[src/rtl/button_conditioner.sv]
// -----------------------------------------------------------------------------
// button_conditioner
//
// Cleans up the five raw push-buttons of the timer/VGA board. Each button is
// synchronised into clk, debounced, and turned into a held level plus a
// single-cycle press pulse. Up and down additionally auto-repeat while held,
// so the timer can ramp its setting with a direction key.
//
// Ports:
//   clk          - system clock
//   reset        - asynchronous, active-high; clears all state
//   upButton     - raw up button (asynchronous, active-high)
//   downButton   - raw down button
//   leftButton   - raw left button
//   rightButton  - raw right button
//   actionButton - raw centre button
//   btn_level    - debounced held level, [0]=up [1]=down [2]=left [3]=right
//                  [4]=action
//   btn_pulse    - one-cycle press or auto-repeat pulse, same bit order
// -----------------------------------------------------------------------------
module button_conditioner #(
  parameter int unsigned DEBOUNCE_CYCLES = 500000,
  parameter int unsigned REPEAT_DELAY    = 25000000,
  parameter int unsigned REPEAT_RATE     = 5000000,
  parameter int unsigned CNT_W           = 25
) (
  input  logic       clk,
  input  logic       reset,
  input  logic       upButton,
  input  logic       downButton,
  input  logic       leftButton,
  input  logic       rightButton,
  input  logic       actionButton,
  output logic [4:0] btn_level,
  output logic [4:0] btn_pulse
);

  // Counters stop at "value - 1" and clear, so they never wrap.
  localparam logic [CNT_W-1:0] DB_LAST = CNT_W'(DEBOUNCE_CYCLES - 1);
  localparam logic [CNT_W-1:0] RD_LAST = CNT_W'(REPEAT_DELAY - 1);
  localparam logic [CNT_W-1:0] RR_LAST = CNT_W'(REPEAT_RATE - 1);

  typedef enum logic [1:0] {
    RPT_IDLE,
    RPT_DELAY,
    RPT_REPEAT
  } rpt_state_t;

  logic [4:0]            raw;
  logic [4:0]            sync_p0_q;
  logic [4:0]            sync_p1_q;

  logic [4:0][CNT_W-1:0] db_cnt_q;
  logic [4:0][CNT_W-1:0] db_cnt_d;
  logic [4:0]            level_q;
  logic [4:0]            level_d;
  logic [4:0]            rise;
  logic [1:0]            fall_ud;

  rpt_state_t            state_q;
  rpt_state_t            state_d;
  logic                  held_q;
  logic                  held_d;
  logic [CNT_W-1:0]      rcnt_q;
  logic [CNT_W-1:0]      rcnt_d;
  logic [CNT_W-1:0]      rcnt_last;
  logic [1:0]            rep;

  logic [4:0]            pulse_q;
  logic [4:0]            pulse_d;

  assign raw = {actionButton, rightButton, leftButton, downButton, upButton};

  // ---- stage p0/p1: two-flop synchroniser ----
  always_ff @(posedge clk or posedge reset) begin
    if (reset) begin
      sync_p0_q <= '0;
      sync_p1_q <= '0;
    end else begin
      sync_p0_q <= raw;
      sync_p1_q <= sync_p0_q;
    end
  end

  // ---- debounce: count consecutive mismatches, flip on the last one ----
  always_comb begin
    db_cnt_d = '0;
    level_d  = level_q;
    for (int i = 0; i < 5; i++) begin
      if (sync_p1_q[i] != level_q[i]) begin
        if (db_cnt_q[i] == DB_LAST) begin
          level_d[i] = ~level_q[i];
        end else begin
          db_cnt_d[i] = db_cnt_q[i] + CNT_W'(1);
        end
      end
    end
  end

  // Edges are taken on the next level so pulses line up with the level change.
  assign rise    = level_d & ~level_q;
  assign fall_ud = level_q[1:0] & ~level_d[1:0];

  // ---- auto-repeat FSM shared by up and down ----
  assign rcnt_last = (state_q == RPT_DELAY) ? RD_LAST : RR_LAST;

  always_comb begin
    state_d = state_q;
    held_d  = held_q;
    rcnt_d  = rcnt_q;
    rep     = '0;
    case (state_q)
      RPT_IDLE: begin
        rcnt_d = '0;
        // Start only when the rising key is the sole direction key held;
        // releasing one of two held keys never restarts the repeat.
        if (rise[0] && !level_d[1]) begin
          state_d = RPT_DELAY;
          held_d  = 1'b0;
        end else if (rise[1] && !level_d[0]) begin
          state_d = RPT_DELAY;
          held_d  = 1'b1;
        end
      end
      RPT_DELAY, RPT_REPEAT: begin
        // Abort takes priority, which also suppresses a repeat pulse that
        // would coincide with the release.
        if ((|fall_ud) || (&level_d[1:0])) begin
          state_d = RPT_IDLE;
          rcnt_d  = '0;
        end else if (rcnt_q == rcnt_last) begin
          rep[held_q] = 1'b1;
          state_d     = RPT_REPEAT;
          rcnt_d      = '0;
        end else begin
          rcnt_d = rcnt_q + CNT_W'(1);
        end
      end
      default: begin
        state_d = RPT_IDLE;
        rcnt_d  = '0;
      end
    endcase
  end

  assign pulse_d = rise | {3'b000, rep};

  // ---- stage p2: debounced level, repeat state and registered pulses ----
  always_ff @(posedge clk or posedge reset) begin
    if (reset) begin
      db_cnt_q <= '0;
      level_q  <= '0;
      state_q  <= RPT_IDLE;
      held_q   <= 1'b0;
      rcnt_q   <= '0;
      pulse_q  <= '0;
    end else begin
      db_cnt_q <= db_cnt_d;
      level_q  <= level_d;
      state_q  <= state_d;
      held_q   <= held_d;
      rcnt_q   <= rcnt_d;
      pulse_q  <= pulse_d;
    end
  end

  assign btn_level = level_q;
  assign btn_pulse = pulse_q;

endmodule

[config.mk]
export PLATFORM = sky130hd
export DESIGN_NAME = button_conditioner
export DESIGN_NICKNAME = d
export VERILOG_FILES = /design/src/rtl/button_conditioner.sv
export SDC_FILE = /design/constraint.sdc
export NUM_CORES = 1
export LEC_CHECK = 0
export ABC_AREA = 1
export BUFFER_PORTS_ARGS = -buffer_cell sky130_fd_sc_hd__buf_2
export CAP_MARGIN = 10
export CORE_ASPECT_RATIO = 1.75
export CORE_MARGIN = 2
export CORE_UTILIZATION = 35
export DETAILED_ROUTE_END_ITERATION = 10
export PLACE_DENSITY_LB_ADDON = 0.15
export SLEW_MARGIN = 20
export SYNTH_ARGS = -nofsm -noshare
export SYNTH_HDL_FRONTEND = slang
export SYNTH_SLANG_ARGS = --single-unit
[constraint.sdc]
create_clock -name clk -period 5.35 [get_ports clk]
set_clock_uncertainty 0.15 [all_clocks]
set_input_delay 0.8025 -clock clk [delete_from_list [all_inputs] [get_ports clk]]
set_output_delay 0.8025 -clock clk [all_outputs]
set_load 0.02 [all_outputs]
# After elaboration in Yosys (flattened, before gate mapping)
# Index checks and enable logic that the tools add are counted.
[totals]
ff_bits = 173
input_bits = 7
elab_cells = 94
[op_classes]
add_sub_neg = 6
order_cmp = 2
eq_ne = 15
n_mux = 36
bitwise = 10
reduce_logical = 13
[op_table]
columns = ["cell", "n"]
rows = [
  ["25-bit 2-to-1 mux", 14],
  ["25-bit by 1-bit adder with 25-bit output (second input constant)", 6],
  ["25-bit by 19-bit equality test with 1-bit output (second input constant)", 5],
  ["25-bit equality test", 1],
  ["2-bit 2-to-1 mux", 7],
  ["1-bit 2-to-1 mux", 13],
  ["3-bit inequality test (second input constant)", 2],
  ["2-bit AND reduction", 3],
  ["5-bit bitwise AND", 1],
  ["1-bit inequality test", 5],
  ["1-bit inverter", 5],
  ["5-bit inverter", 1],
  ["5-bit by 2-bit bitwise OR with 5-bit output", 1],
  ["2-bit case mux with 2 select lines", 1],
  ["2-bit OR reduction", 2],
  ["1-bit logical AND", 3],
  ["2-bit bitwise AND", 1],
  ["2-bit by 1-bit equality test with 1-bit output (second input constant)", 1],
  ["2-bit equality test (second input constant)", 1],
  ["1-bit logical NOT", 2],
  ["2-bit logical NOT", 1],
  ["1-bit by 2-bit less-than comparator with 1-bit output (second input constant)", 1],
  ["2-bit inverter", 1],
  ["2-bit nonzero test", 1],
  ["3 further kinds", 3],
]

# Depth between registers and ports, before layout
# Gate-level depths: netlist of run 1.
[depth]
depth_word = 10
depth_mapped = 14
mapped_depth_nobuf = 13

# Worst setup path before layout of run 1
# Ideal clock, no wire load.
[synth_path]
kind = "register to register"
startpoint = "register db_cnt_q[50] in the netlist's numbering"
endpoint = "register db_cnt_q[70] in the netlist's numbering"
arrival_ps = 1545
path_slack_ps = 3532
stages_incl_launch_ff = 11
path_buffers = 0
synth_period_minus_slack_ps = 1818
path_cell_list = "dfrtp_1 -> ha_1 -> nand2_1 -> nor2_1 -> nand4_1 -> nor2_1 -> inv_1 -> nor2_2 -> nand2_1 -> nor3b_1 -> nor2_1"
[synth_rtl]
columns = ["item", "line", "text"]
rows = [
  ["start: declaration", "53", "logic [4:0][CNT_W-1:0] db_cnt_q;"],
  ["start signal: assignment", "158", "db_cnt_q <= db_cnt_d;"],
]

==> summary.txt, run 1 <==
final hold violations: 0
worst slew pin tran: 0.9223 ns
placed insts: 1,605
die width: 128.8 um
Post-Synth XOR/XNOR Area: 4.409%
Most Frequent Cell on Critical Path: nor2_1
average vias per placed instance: 5.013
RR Startpoint: db_cnt_q[100]$_DFF_PP0_
setup_tns: 0 ns
Synth area leader: dfrtp_1
PwrDens: 249.0 nW/um2
Max IR drop VDD: 0.2375 mV
capturing point of the worst reg2reg path: db_cnt_q[105]$_DFF_PP0_
top cells by area, synth: dfrtp_1 (45%), nor2_1 (11%), nand2_1 (9.0%)
Crit path depth: 8
crit path launch type: flip-flop
Initial Util: 35.28%
fin util: 39.08%
Final nets: 1,311
Multi-input gate area: 4524 um2
initial antenna violation count: 0
post-DR wirelength/cell: 14.66 um
fillers: 2,847
clock tree sinks: 173
CTS tree: done
compound-cell area share of the yosys netlist: 5.774%
row cnt: 80
hpwl dp: 18,080 um
max-slew violations: 0
Tmin final: 2.252 ns
H-tree lvl count: 4
WP buf/inv: 1
Pre-antenna DRT Iters: 6
Vias: 8,207
# Post-CTS Setup Buffers: 0
top fanout value on the critical path: 13
post-synth top area share: 45.40%
CTS Root Cell: clkbuf_16
worst r2r path cells: 8
CP Launch Point: db_cnt_q[100]$_DFF_PP0_
final setup fails: 0
GRT Total Usage: 17.91%
leakage: 4.459 nW
share of cells above drive strength 1: 6.646%
CP arrival: 2.46 ns
Overflow after GRT: 0
register-to-register setup slack: 3.10 ns
IO buf count: 16
crit end category: flip-flop
die area: 28,630 um2
Hold Startpoint: sync_p0_q[3]$_DFF_PP0_
final WL: 24,000 um
diodes inserted: 0
Max-cap violations: 0
I/O pin total: 17
ys flop type: dfrtp_1
DRT iter0 DRCs: 407
synthesized cell area: 9535 um2
# resized after CTS: 0
Post-Synthesis Cells: 1,269
Max stage delay on crit path: 0.57 ns
asr flop ratio synth: 100.0%
Slowest-stage cell, CP: nor2_1
number of synthesized flops with an enable pin: 0
Area Overhead vs Synth: 10.77%
f_max: 0.4440 GHz
clock latency on the worst-skew pair: 0.45 ns
Required @ worst endpoint: 5.56 ns
vias in the first global route: 8,375
Critical Path End: db_cnt_q[105]$_DFF_PP0_
flops & latches, synth: 173
CTS buffer count: 17
DRC Markers: 0
Avg Cell Area, Syn: 7.514 um2
status: completed
core box area: 27,030 um2
CP cell instances: ha_1 -> nand2_1 -> nor2_1 -> nand3_1 -> nor2_1 -> nor2_1 -> inv_1 -> nor3b_1
first-pass GRT wire length: 40,570 um
Min-Delay Path Class: reg -> reg
post-synth net total: 1,284
Synth Area in Simple Gates: 36.22%
Netlist cell types: 38
crit share post-route: 42.09%
Yosys warnings: 0
largest net degree at the start of global routing: 174
post-route cell area: 10,560 um2
RSZ-0062 raised after global routing: false
clock-pin slew on the worst setup and hold paths: 0.07 ns
antenna-violating nets left: 0
sequential cell area: 4329 um2
Die H: 222.4 um
CTS max path bufs: 2
hold_buf cts: 0
mux contribution to synthesized area: 0%
CP delay by family, top: simple AND/OR/NAND/NOR gates
routability cong.: 0.8639
post-synthesis adder-cell area fraction: 1.050%
Crit Path Class: reg -> reg
largest family of logic cells by synthesized area: simple AND/OR/NAND/NOR gates
register area share after synthesis: 45.40%
Final Non-Filler Cells: 1,637
Cell Area, Placed: 9991 um2
relative slew slack: 38.51%
metal layers:
layer / track usage, % / wire length [um] / vias to the layer above
met5: 0 / 0 / -
met4: 8.836 / 968 / 0
met3: 3.588 / 606 / 66
met2: 33.30 / 13220 / 127
met1: 18.71 / 9209 / 3815
li1: - / - / 4199
cell usage in the layout, fill, tap and decap left out, types with 2 or more instances in the layout:
cell	count
nand4_1	42
inv_6	5
nand2_2	7
inv_2	4
nor3b_1	14
clkinv_1	2
a31oi_1	5
dfrtp_1	173
nor3_2	7
o211a_1	3
nand2_1	228
or2_2	4
a21oi_1	48
xor2_1	41
and3_1	4
o21a_1	2
nor3_1	67
nand3_2	3
nor2_1	272
ha_1	8
buf_2	16
nor4_1	32
nor2_2	9
o21ai_0	41
clkinvlp_4	5
xnor2_1	7
inv_1	159
clkbuf_16	17
nand3_1	66
nand3b_1	3
flip-flops by register name, indices dropped and copies added (netlist names):
name	count
btn_level	5
btn_pulse	5
db_cnt_q	125
held_q	1
rcnt_q	25
state_q	2
sync_p0_q	5
sync_p1_q	5
cell type report:
type,count,area share [%]
Inverter,166,5.935
Multi-Input combinational cell,921,42.83
Sequential cell,173,40.99
Tap cell,328,3.885
Timing Repair Buffer,17,0.9476
Clock inverter,13,1.220
Clock buffer,19,4.193
where the power goes:
part / switching [mW] / total, mW / internal, mW
registers: 0.0101 / 1.33 / 1.32
logic: 0.0553 / 0.0708 / 0.0155
clock network: 0.566 / 1.23 / 0.663
worst min path at each step:
stage	end	depth (start not counted)
4_1_cts	sync_p1_q[3]$_DFF_PP0_	0
5_1_grt	sync_p1_q[3]$_DFF_PP0_	0
2_1_floorplan	sync_p1_q[0]$_DFF_PP0_	0
3_3_place_gp	sync_p1_q[2]$_DFF_PP0_	0
3_5_place_dp	sync_p1_q[3]$_DFF_PP0_	0
6_report	sync_p1_q[3]$_DFF_PP0_	0
Yosys cell counts (3+ instances only):
cell type / instances
or2_2: 4
nor2_2: 9
buf_2: 5
nand3b_1: 3
o21ai_0: 41
nor2_1: 272
nand2_2: 7
inv_2: 4
a31oi_1: 5
and3_1: 4
nor3b_1: 14
ha_1: 8
nor4_1: 32
nand3_2: 3
a21oi_1: 48
nor3_1: 67
nand4_1: 42
o211a_1: 3
xor2_1: 41
nor3_2: 7
inv_1: 160
nand3_1: 66
nand2_1: 228
dfrtp_1: 173
xnor2_1: 7
worst reg2reg max path, cell delays in order, from the launching register on:
cell	delay, ns
dfrtp_1	0.40
ha_1	0.21
nand2_1	0.11
nor2_1	0.09
nand3_1	0.09
nor2_1	0.05
nor2_1	0.57
inv_1	0.25
nor3b_1	0.24
metrics by stage:
step,total power [mW],setup slack (ns),hold WS [ns]
floorplan,1.405,2.187,0.1812
global placement,1.430,3.096,0.1834
detailed placement,1.430,3.065,0.1856
CTS,2.680,3.049,0.2028
global route,2.755,2.819,0.2075
finish,2.630,3.098,0.1986
cells by family after synthesis:
family,Yosys count
AND/OR/NAND/NOR,762
buffers and inverters,175
flip-flops,173
AO/OA/AOI/OAI,103
XOR/XNOR,48
adder cells (fa/ha/maj),8
Note: power is estimated with default switching activity, not from simulation.
==> run 2, diff against run 1 <==
- clock period: 5.35 -> 1.95 ns (I/O delays scaled with it)
==> summary.txt, run 2 (synthesis results as in run 1) <==
status: finished, violations left (was completed)
failing checks: negative setup slack
first-pass GRT wire length: 42,910 um (was 40,570 um)
worst slew pin tran: 0.5699 ns (was 0.9223 ns)
Cell Area, Placed: 10,950 um2 (was 9991 um2)
Pwr Total: 7.471 mW (was 2.630 mW)
PwrDens: 599.3 nW/um2 (was 249.0 nW/um2)
clock tree sinks: 173 (unchanged)
Area Overhead vs Synth: 30.73% (was 10.77%)
crit share post-route: 104.9% (was 42.09%)
hpwl dp: 20,140 um (was 18,080 um)
largest reg by FF count: db_cnt_q (unchanged)
CTS buffer count: 17 (unchanged)
max reg flops: 125 (unchanged)
CTS max path bufs: 2 (unchanged)
leakage: 5.472 nW (was 4.459 nW)
final hold violations: 0 (unchanged)
final setup fails: 30 (was 0)
Max-cap violations: 0 (unchanged)
initial antenna violation count: 0 (unchanged)
largest net degree at the start of global routing: 63 (was 174)
final WL: 26,900 um (was 24,000 um)
core box area: 27,030 um2 (unchanged)
Min-Delay Path Class: in -> async (was reg -> reg)
Die H: 222.4 um (unchanged)
diodes inserted: 0 (unchanged)
Final Non-Filler Cells: 1,799 (was 1,637)
die area: 28,630 um2 (unchanged)
commonest non-fill, non-tap cell in the layout: nor2_1 (unchanged)
GRT Total Usage: 19.03% (was 17.91%)
Final nets: 1,473 (was 1,311)
crit end category: flip-flop (unchanged)
DRC Markers: 0 (unchanged)
placed insts: 1,728 (was 1,605)
top fanout value on the critical path: 8 (was 13)
Initial Util: 35.28% (unchanged)
Pre-antenna DRT Iters: 4 (was 6)
CTS Root Cell: clkbuf_16 (unchanged)
relative slew slack: 62.01% (was 38.51%)
Overflow after GRT: 0 (unchanged)
RSZ-0062 raised after global routing: true (was false)
vias in the first global route: 9,055 (was 8,375)
IO buf count: 16 (unchanged)
CP arrival: 2.27 ns (was 2.46 ns)
antenna-violating nets left: 0 (unchanged)
share of cells above drive strength 1: 23.93% (was 6.646%)
Regs by FF count: db_cnt_q: 125 flops, rcnt_q: 25 flops (unchanged)
fin worst setup slack: -0.09617 ns (was 3.098 ns)
Crit Path Class: reg -> reg (unchanged)
post-DR wirelength/cell: 14.95 um (was 14.66 um)
row cnt: 80 (unchanged)
fin util: 46.13% (was 39.08%)
CTS tree: done (unchanged)
max-slew violations: 0 (unchanged)
Tmin final: 2.046 ns (was 2.252 ns)
most frequent cells in the layout: nor2_1 (226), nand2_1 (213), dfrtp_1 (173) (was nor2_1 (272), nand2_1 (228), dfrtp_1 (173))
DRT iter0 DRCs: 325 (was 407)
average vias per placed instance: 4.980 (was 5.013)
Required @ worst endpoint: 2.17 ns (was 5.56 ns)
crit path launch type: flip-flop (unchanged)
I/O pin total: 17 (unchanged)
post-route cell area: 12,470 um2 (was 10,560 um2)
die width: 128.8 um (unchanged)
routability cong.: 0.8508 (was 0.8639)
setup_tns: -1.929 ns (was 0 ns)
clock-pin slew on the worst setup and hold paths: 0.07 ns (about the same)
H-tree lvl count: 4 (unchanged)
f_max: 0.4887 GHz (was 0.4440 GHz)
clock latency on the worst-skew pair: 0.45 ns (about the same)
Vias: 8,959 (was 8,207)
Max IR drop VDD: 0.6239 mV (was 0.2375 mV)
## run 2: layer usage
| layer | global-route usage (%) | vias up | wire length (um) |
|---|---|---|---|
| met2 | 36.01 | 141 | 15020 |
| met4 | 9.116 | 0 | 1070 |
| met5 | 0 | - | 0 |
| met1 | 19.57 | 4242 | 10280 |
| li1 | - | 4502 | - |
| met3 | 3.612 | 74 | 531 |
## run 2: worst paths after layout
path | endpoint | slack (ns) | depth (start not counted) | start
hold reg to reg | sync_p1_q[3]$_DFF_PP0_ | 0.20 | 0 | sync_p0_q[3]$_DFF_PP0_
setup / recovery | rcnt_q[15]$_DFF_PP0_ | -0.1 | 12 | db_cnt_q[26]$_DFF_PP0_
hold / removal | btn_level[3]$_DFF_PP0_ | 0.16 | 3 | reset
setup reg to reg | rcnt_q[15]$_DFF_PP0_ | -0.1 | 12 | db_cnt_q[26]$_DFF_PP0_
max in group asynchronous | db_cnt_q[32]$_DFF_PP0_ | 0.67 | 4 | reset
min in group clk | sync_p1_q[3]$_DFF_PP0_ | 0.20 | 0 | sync_p0_q[3]$_DFF_PP0_
## run 2: critical path, cell delays in order (launching register included)
cell,delay (ns)
dfrtp_1,0.37
ha_2,0.19
nand2_2,0.07
nor2_4,0.16
nand3_2,0.10
nor2_4,0.14
nand2_2,0.07
nand2_2,0.08
nand2_2,0.07
nand2_2,0.08
nand3_4,0.17
buf_12,0.21
nor3_2,0.09
## run 2: stage by stage
step	setup WS [ns]	hold WS [ns]
6_report	-0.09617	0.1618
5_1_grt	-0.2674	0.1588
4_1_cts	-0.06116	0.1409
3_5_place_dp	-0.1681	0.08594
3_3_place_gp	-0.1971	0.08256
2_1_floorplan	-0.7032	0.1739
## run 2: area by class of cell
cell class                 instances  area, um2
fill                            2771      14560
multi-input combinational        921       5072
sequential                       173       4329
timing repair buffer             179       1426
inverter                         166      626.9
clock buffer                      21      470.5
tap                              328      410.4
clock inverter                    11      130.1
## run 2: what timing repair did
action | CTS | global route
endpoints found under the setup margin | 51 | 100
pin swaps | 11 | 51
cloned | 0 | 3
resized for setup | 17 | 143
buffers inserted | 14 | 19
endpoints found under the hold margin | 136 | 0
hold buffers | 6 | 0
## run 2: power by group
| group | switching, mW | internal, mW | total, mW |
|---|---|---|---|
| Clock | 1.53 | 2.01 | 3.54 |
| Sequential | 0.0296 | 3.62 | 3.65 |
| Combinational | 0.181 | 0.101 | 0.282 |
==> run 3, diff against run 2 <==
- CTS_BUF_LIST: not set -> sky130_fd_sc_hd__clkbuf_8
- TNS_END_PERCENT: not set -> 10
==> summary.txt, run 3 (synthesis results as in run 1) <==
WHS: 0.1013 ns (was 0.1618 ns)
CTS max path bufs: 2 (unchanged)
core box area: 27,030 um2 (unchanged)
I/O pin total: 17 (unchanged)
register-to-register setup slack: -0.12 ns (was -0.1 ns)
Tmin final: 2.073 ns (was 2.046 ns)
final setup fails: 28 (was 30)
post-route cell area: 12,020 um2 (was 12,470 um2)
diodes inserted: 0 (unchanged)
crit path launch type: flip-flop (unchanged)
RR Startpoint: db_cnt_q[26]$_DFF_PP0_ (unchanged)
Overflow after GRT: 0 (unchanged)
CTS buffer count: 17 (unchanged)
CP delay by family, top: simple AND/OR/NAND/NOR gates (unchanged)
die area: 28,630 um2 (unchanged)
most frequent cells in the layout: nor2_1 (233), nand2_1 (217), dfrtp_1 (172) (was nor2_1 (226), nand2_1 (213), dfrtp_1 (173))
CP arrival: 2.35 ns (was 2.27 ns)
failing checks: negative setup slack (unchanged)
Pre-antenna DRT Iters: 4 (unchanged)
Crit path depth: 12 (unchanged)
Max stage delay on crit path: 0.39 ns (was 0.37 ns)
row cnt: 80 (unchanged)
CP cell instances: ha_2 -> nand2_2 -> nor2_4 -> nand3_2 -> nor2_4 -> nand2_2 -> nand2_2 -> nand2_2 -> nand2_2 -> nand3_4 -> clkbuf_16 -> nor2_2 (was ha_2 -> nand2_2 -> nor2_4 -> nand3_2 -> nor2_4 -> nand2_2 -> nand2_2 -> nand2_2 -> nand2_2 -> nand3_4 -> buf_12 -> nor3_2)
DRT iter0 DRCs: 325 (unchanged)
Max IR drop VDD: 0.4050 mV (was 0.6239 mV)
Initial Util: 35.28% (unchanged)
Cell Area, Placed: 10,950 um2 (unchanged)
crit share post-route: 106.3% (was 104.9%)
die width: 128.8 um (unchanged)
first-pass GRT wire length: 42,770 um (was 42,910 um)
clock tree sinks: 173 (unchanged)
WP buf/inv: 1 (unchanged)
fin worst setup slack: -0.1233 ns (was -0.09617 ns)
Die H: 222.4 um (unchanged)
max reg flops: 125 (unchanged)
share of cells above drive strength 1: 21.58% (was 23.93%)
vias in the first global route: 9,005 (was 9,055)
status: finished, violations left (unchanged)
GRT Total Usage: 18.96% (was 19.03%)
clock latency on the worst-skew pair: 0.50 ns (was 0.45 ns)
crit end category: flip-flop (unchanged)
commonest non-fill, non-tap cell in the layout: nor2_1 (unchanged)
Required @ worst endpoint: 2.23 ns (was 2.17 ns)
Most Frequent Cell on Critical Path: nand2_2 (unchanged)
final hold violations: 0 (unchanged)
CTS Root Cell: clkbuf_8 (was clkbuf_16)
top fanout value on the critical path: 8 (unchanged)
relative slew slack: 61.78% (was 62.01%)
f_max: 0.4823 GHz (was 0.4887 GHz)
IO buf count: 16 (unchanged)
RSZ-0062 raised after global routing: true (unchanged)
initial antenna violation count: 0 (unchanged)
Max-cap violations: 0 (unchanged)
CTS tree: done (unchanged)
Regs by FF count: db_cnt_q: 125 flops, rcnt_q: 25 flops (unchanged)
placed insts: 1,728 (unchanged)
max-slew violations: 0 (unchanged)
largest reg by FF count: db_cnt_q (unchanged)
PwrDens: 549.0 nW/um2 (was 599.3 nW/um2)
hpwl dp: 20,140 um (unchanged)
average vias per placed instance: 4.960 (was 4.980)
DRC Markers: 0 (unchanged)
leakage: 5.277 nW (was 5.472 nW)
CP Launch Point: db_cnt_q[26]$_DFF_PP0_ (unchanged)
Min-Delay Path Class: in -> async (unchanged)
capturing point of the worst reg2reg path: rcnt_q[13]$_DFF_PP0_ (was rcnt_q[15]$_DFF_PP0_)
H-tree lvl count: 4 (unchanged)
Vias: 8,844 (was 8,959)
clock-pin slew on the worst setup and hold paths: 0.10 ns (was 0.07 ns)
Final Non-Filler Cells: 1,783 (was 1,799)
worst r2r path cells: 12 (unchanged)
antenna-violating nets left: 0 (unchanged)
Pwr Total: 6.599 mW (was 7.471 mW)
Area Overhead vs Synth: 26.06% (was 30.73%)
Final nets: 1,457 (was 1,473)
largest net degree at the start of global routing: 63 (unchanged)
Slowest-stage cell, CP: dfrtp_1 (unchanged)
worst slew pin tran: 0.5733 ns (was 0.5699 ns)
final WL: 26,560 um (was 26,900 um)
Critical Path End: rcnt_q[13]$_DFF_PP0_ (was rcnt_q[15]$_DFF_PP0_)
post-DR wirelength/cell: 14.90 um (was 14.95 um)
routability cong.: 0.8508 (unchanged)
Crit Path Class: reg -> reg (unchanged)
run 3: cell count changes in the layout (fill, tap and decap cells not counted), moves of 5 or more:
cell / change
nor2_4: -12
nor2_2: +5
clkbuf_8: +17
clkbuf_16: -17
buf_4: -13
o21ai_0: +5
nor2_1: +7
run 3: final cells by class:
class	count	area (um2)
clock buffer	20	275.3
clock inverter	12	133.9
fill	2822	15010
inverter	166	626.9
multi-input combinational	921	4949
sequential	173	4330
tap	328	410.4
timing repair buffer	163	1295
run 3: metrics by stage:
stage / setup TNS, ns / util [%] / setup slack [ns]
2_1_floorplan: -121.65 / - / -0.7032
3_3_place_gp: -2.222 / 40.52 / -0.1971
3_5_place_dp: -2.417 / 40.52 / -0.1681
4_1_cts: -0.8222 / 42.50 / -0.09916
5_1_grt: -6.910 / 44.48 / -0.2688
6_report: -2.297 / 44.48 / -0.1233
run 3: report_power, final:
| group | total [mW] | switching [mW] | internal (mW) |
|---|---|---|---|
| Combinational | 0.282 | 0.181 | 0.102 |
| Clock | 2.67 | 1.41 | 1.25 |
| Sequential | 3.65 | 0.0320 | 3.62 |
| Total | 6.60 | 1.63 | 4.97 |
run 3: routing by layer:
layer,GRT usage (%),part of all wire (%)
met2,36.53,56
met3,2.769,1.9
met1,19.22,38
met4,9.572,3.9
met5,0,0
run 3: worst min-delay path: cells and delay by family:
kind | cells | cell delay, ns
buf+inv | 3 | 0.82
run 3: how the worst min path moves through the flow:
stage               startpoint                endpoint  slack [ns]  cells after the start
floorplan             upButton  sync_p0_q[0]$_DFF_PP0_        0.17                      0
global placement         reset  sync_p1_q[3]$_DFF_PP0_        0.08                      2
detailed placement       reset  btn_level[3]$_DFF_PP0_        0.09                      2
CTS                      reset  btn_level[3]$_DFF_PP0_        0.06                      3
global route             reset  sync_p1_q[3]$_DFF_PP0_        0.09                      3
finish                   reset  btn_level[3]$_DFF_PP0_        0.10                      3
run 3: repair_timing:
item,CTS,global route
hold buffers,6,0
endpoints found under the setup margin,52,95
pin swaps,4,27
hold endpoints to repair,178,0
gates cloned,0,3
gates resized for setup,14,105
buffers inserted,3,11
